File: config.mk
export PLATFORM = sky130hd
export DESIGN_NAME = fifo_yumi_gather
export DESIGN_NICKNAME = d
export VERILOG_FILES = /design/src/rtl/fifo_yumi_gather_pkg.sv /design/src/rtl/fifo_yumi_gather.sv
export SDC_FILE = /design/constraint.sdc
export NUM_CORES = 1
export LEC_CHECK = 0
export CELL_PAD_IN_SITES_DETAIL_PLACEMENT = 1
export CELL_PAD_IN_SITES_GLOBAL_PLACEMENT = 1
export CORE_ASPECT_RATIO = 1.75
export CORE_MARGIN = 2
export CORE_UTILIZATION = 35
export DETAILED_ROUTE_END_ITERATION = 10
export PLACE_DENSITY_LB_ADDON = 0.1
export SLEW_MARGIN = 20
export SYNTH_ARGS = -nofsm -noshare
export SYNTH_HDL_FRONTEND = slang
export SYNTH_SLANG_ARGS = --single-unit
File: constraint.sdc
create_clock -name clk_i -period 2.6 [get_ports clk_i]
set_clock_uncertainty 0.1 [all_clocks]
set_input_delay 0.26 -clock clk_i [delete_from_list [all_inputs] [get_ports clk_i]]
set_output_delay 0.26 -clock clk_i [all_outputs]
set_load 0.01 [all_outputs]
File: src/rtl/fifo_yumi_gather_pkg.sv
// Shared types for the valid-yumi gather block: the two-state bundle FSM encoding.
package fifo_types;

  typedef enum logic [0:0] {
    GATHER_FILL,
    GATHER_HOLD
  } gather_state_e;

endpackage

File: src/rtl/fifo_yumi_gather.sv
// Drains words from an upstream valid-yumi FIFO, packs els_p of them (or fewer on
// flush) into one wide bundle, and offers it downstream on a valid-ready port.
module fifo_yumi_gather
  import fifo_types::*;
#(
  parameter int width_p     = 8,
  parameter int els_p       = 4,
  parameter int cnt_width_p = $clog2(els_p + 1)
) (
  input  logic                       clk_i,
  input  logic                       reset_i,
  input  logic                       valid_i,
  input  logic [width_p-1:0]         data_i,
  output logic                       yumi_o,
  input  logic                       flush_i,
  output logic                       valid_o,
  output logic [width_p*els_p-1:0]   data_o,
  output logic [cnt_width_p-1:0]     count_o,
  input  logic                       ready_i
);

  localparam logic [cnt_width_p-1:0] full_cnt = cnt_width_p'(els_p);
  localparam logic [cnt_width_p-1:0] one_cnt  = cnt_width_p'(1);

  gather_state_e             state_q, state_d;
  logic [cnt_width_p-1:0]    cnt_q, cnt_d;
  logic [cnt_width_p-1:0]    count_q, count_d;
  logic [width_p-1:0]        lane_q [els_p];
  logic [width_p-1:0]        lane_d [els_p];
  logic [cnt_width_p-1:0]    cnt_inc;
  logic                      yumi;

  // Valid-yumi rule: only consume a word we can store this very cycle.
  assign yumi = valid_i & ~reset_i &
                ((state_q == GATHER_FILL) | ((state_q == GATHER_HOLD) & ready_i));

  always_comb begin
    state_d = state_q;
    cnt_d   = cnt_q;
    count_d = count_q;
    lane_d  = lane_q;
    cnt_inc = cnt_q;
    case (state_q)
      GATHER_FILL: begin
        if (yumi) begin
          for (int k = 0; k < els_p; k++) begin
            if (cnt_width_p'(k) == cnt_q) lane_d[k] = data_i;
          end
          cnt_inc = cnt_q + one_cnt;
        end
        // A flush closes the bundle only if at least one word ends up in it.
        if ((cnt_inc == full_cnt) || (flush_i && (cnt_inc != '0))) begin
          state_d = GATHER_HOLD;
          count_d = cnt_inc;
          cnt_d   = '0;
        end else begin
          cnt_d = cnt_inc;
        end
      end
      GATHER_HOLD: begin
        if (ready_i) begin
          state_d = GATHER_FILL;
          count_d = '0;
          for (int k = 0; k < els_p; k++) lane_d[k] = '0;
          if (yumi) begin
            lane_d[0] = data_i;
            cnt_d     = one_cnt;
          end else begin
            cnt_d = '0;
          end
        end
      end
      default: begin
        state_d = GATHER_FILL;
      end
    endcase
  end

  always_ff @(posedge clk_i) begin
    if (reset_i) begin
      state_q <= GATHER_FILL;
      cnt_q   <= '0;
      count_q <= '0;
      for (int k = 0; k < els_p; k++) lane_q[k] <= '0;
    end else begin
      state_q <= state_d;
      cnt_q   <= cnt_d;
      count_q <= count_d;
      lane_q  <= lane_d;
    end
  end

  genvar gi;
  generate
    for (gi = 0; gi < els_p; gi++) begin : g_pack
      assign data_o[gi*width_p +: width_p] = lane_q[gi];
    end
  endgenerate

  assign yumi_o  = yumi;
  assign valid_o = (state_q == GATHER_HOLD);
  assign count_o = count_q;

endmodule
==> metrics.cfg, run 1 <==
[outcome]
outcome = complete, no violations

[clocking]
clock-sinks = 39
ctsLongestPathBuffers = 2
cts_setup_buffers = 0
clk_pin_slew_ns = 0.08
cts_buffers = 5
clkLatencyLatePin_ns = 0.29
cts_hold_buffers = 0
cts_resized = 0
cts_tree = done
cts_max_level = 2
ctsRootBufferMaster = clkbuf_8

[synthesis]
synth_seq_cells = 39
synth.distinct_cells = 40
ys_seq_area_frac = 0.416
ys_warn_count = 0
syn_avg_cell_area_um2 = 8.97
post-synth-top-area-fraction = 0.416
synth_edf_count = 0
netlist_area_um2 = 1880
synth_nets = 227
synth_flop_cell = dfxtp_1
yosys.area.top_type = dfxtp_1
synthArstFlopShare = 0
synthCells = 209
synthTopCellsByArea = dfxtp_1 42%, mux2i_1 8.5%, nand3_1 5.9%

[global_routing]
grt_pass1_vias = 1798
gr-usage-met1 = 0.233
met3_usage = 0.0424
antenna_found_initial = 0
overflow = 0
grt_first_pass_wirelength_um = 9050
grtUsageMet2 = 0.344
gr-max-usage-layer = met2
grt.total_usage = 0.199
grt_max_degree = 36

[timing]
period_needed_ns = 2.23
finalWorstSetupSlack_ns = 0.368
fin_tns_setup_ns = 0
finalSetupViolations = 0
rsz0062_at_grt = false
slew_headroom = 0.636
timing.fmax_mhz = 448
finalCritPeriodShare = 0.859
slew_violations = 0
hold_violations = 0
whs_ns = 0.358
worst_slew_pin_slew_ns = 0.544

[setup_path]
worst-path-buf-inv = 2
end_kind = output pin
critPathLaunch = ready_i
cp.arrival_ns = 1.87
cp_top_family = buffers and inverters
cp.required_ns = 2.24
cp.depth = 4
critPathLaunchType = primary input
regToRegStartpoint = cnt_q[1]
r2r_cells = 6
worstSetupPathType = primary input to output pin
slowest_stage = clkdlybuf4s50_1
worst-path-max-fanout = 8
cp_cell_sequence = clkdlybuf4s50_1 > and2b_2 > nor2_1 > clkdlybuf4s50_1
path_common_cell = clkdlybuf4s50_1
crit_path_max_incr_delay_ns = 0.59

[final_layout]
mostFrequentLayoutCells = 49 x clkdlybuf4s50_1, 39 x dfxtp_1, 22 x nand3_1, 21 x a21oi_1, 20 x nor2_1
nets = 275
final_common_cell = clkdlybuf4s50_1
nFillCells = 617
regArea_um2 = 781
area.growth.synth_to_final_pct = 32.4
diodes = 0
stdcell_count = 313
multi_input_comb_area_um2 = 1010
drive_gt1_frac = 0.0814

[power]
internal-power_mw = 0.912
pwr-share-seq = 0.497
vdd_ir_drop_max_v = 0.000281
p_leak_nw = 0.941
cellPowerDensity_nw_per_um2 = 513
power_frac_comb = 0.183
p_switching_mw = 0.361
power.total_mw = 1.27
swShare = 0.284
power_frac_clock = 0.320

[routing]
postRouteAntennaNets = 0
routedWlPerCell_um = 17.3
vias_per_cell = 5.48
first_iter_violations = 53
drc = 0
num_vias = 1714
drt_first_pass_iters = 4
drt-total-wl_um = 5420

[floorplanning]
die-area_um2 = 5980
start_util = 0.360
die_w_um = 59.3
core_area_um2 = 5210
io_pins = 50
rows = 35
fp.dieH_um = 101

[place]
routabilityCongestion = 0.868
dp.cells = 305
dp_hpwl_um = 3990
pre_cts_ws_ns = 0.372
portBuffers = 49

[hold_path]
min_from = data_o[4]
hold-path-cell-count = 2
hp-class = flop to flop

[flow_run]
drv_cap = 0

## tightest hold or removal path: cells and delay by family, from the launching register on
family,cells,cell delay [ns]
simple gates,1,0.05
flops,1,0.31
compound gates,1,0.05
## layout make-up
type / instances / area share
Clock buffer: 6 / 0.0292
Clock inverter: 2 / 0.00504
Inverter: 4 / 0.00605
Multi-Input combinational cell: 154 / 0.408
Sequential cell: 39 / 0.315
Tap cell: 55 / 0.0277
Timing Repair Buffer: 53 / 0.210
## power by group through the flow
stage          Combinational (mW)  Sequential [mW]  Clock (mW)
2_1_floorplan               0.125            0.656           0
3_3_place_gp                0.234            0.647           0
3_5_place_dp                0.235            0.648           0
4_1_cts                     0.236            0.634       0.425
5_1_grt                     0.255            0.637       0.445
6_report                    0.233            0.633       0.407
## state kept, by name, summed over array words and instances, names as in the netlist
signal,count
cnt_q,3
count_o,3
data_o,32
valid_o,1
## path summary, 6_finish.rpt
kind	endpoint	slack [ns]
worst max-delay path	yumi_o	0.37
worst min-delay path	data_o[4]	0.36
worst max register to register	valid_o	0.48
worst min register to register	data_o[4]	0.36
## cell usage after synthesis, types with 2 or more instances
cell type / number
o311ai_1: 2
ha_1: 5
buf_6: 2
a21oi_1: 21
a211oi_1: 3
nand2b_1: 3
nor3_1: 5
a2111o_1: 2
mux2i_1: 16
nand2_1: 18
buf_2: 6
a21oi_4: 2
nor2_1: 20
nor2b_1: 9
clkbuf_1: 4
inv_1: 4
nand3_1: 22
dfxtp_1: 39
o21ai_0: 5
## cell families (layout without fill, tap and decap cells)
family | Yosys count | after routing | synth area share
AND/OR/NAND/NOR | 88 | 88 | 0.242
AO/OA/AOI/OAI | 45 | 45 | 0.179
flip-flops | 39 | 39 | 0.416
multiplexers | 16 | 16 | 0.0854
buffers and inverters | 16 | 65 | 0.0440
adder cells (fa/ha/maj) | 5 | 5 | 0.0334
## routing by layer
layer | share of wire | vias up
met5 | 0 | -
met4 | 0.014 | 0
met3 | 0.041 | 7
met2 | 0.55 | 34
met1 | 0.40 | 843
li1 | - | 830
## per-stage QoR
step / util / cell area [µm²]
after detailed placement: 0.460 / 2400
after CTS: 0.476 / 2480
after global placement: 0.460 / 2400
after global routing: 0.476 / 2480
after floorplan: - / 1880
final: 0.476 / 2480
No activity file was read; power rests on OpenSTA's default activity.
==> run 2: changes to the inputs <==
--- a/config.mk
+++ b/config.mk
@@ -5,11 +5,13 @@
 export SDC_FILE = /design/constraint.sdc
 export NUM_CORES = 1
 export LEC_CHECK = 0
+export CAP_MARGIN = 30
 export CELL_PAD_IN_SITES_DETAIL_PLACEMENT = 1
 export CELL_PAD_IN_SITES_GLOBAL_PLACEMENT = 1
 export CORE_ASPECT_RATIO = 1.75
 export CORE_MARGIN = 2
 export CORE_UTILIZATION = 35
+export CTS_CLUSTER_DIAMETER = 60
 export DETAILED_ROUTE_END_ITERATION = 10
 export PLACE_DENSITY_LB_ADDON = 0.1
 export SLEW_MARGIN = 20
==> results of run 2 <==
Final layout, timing and power as in run 1 (identical DEF).
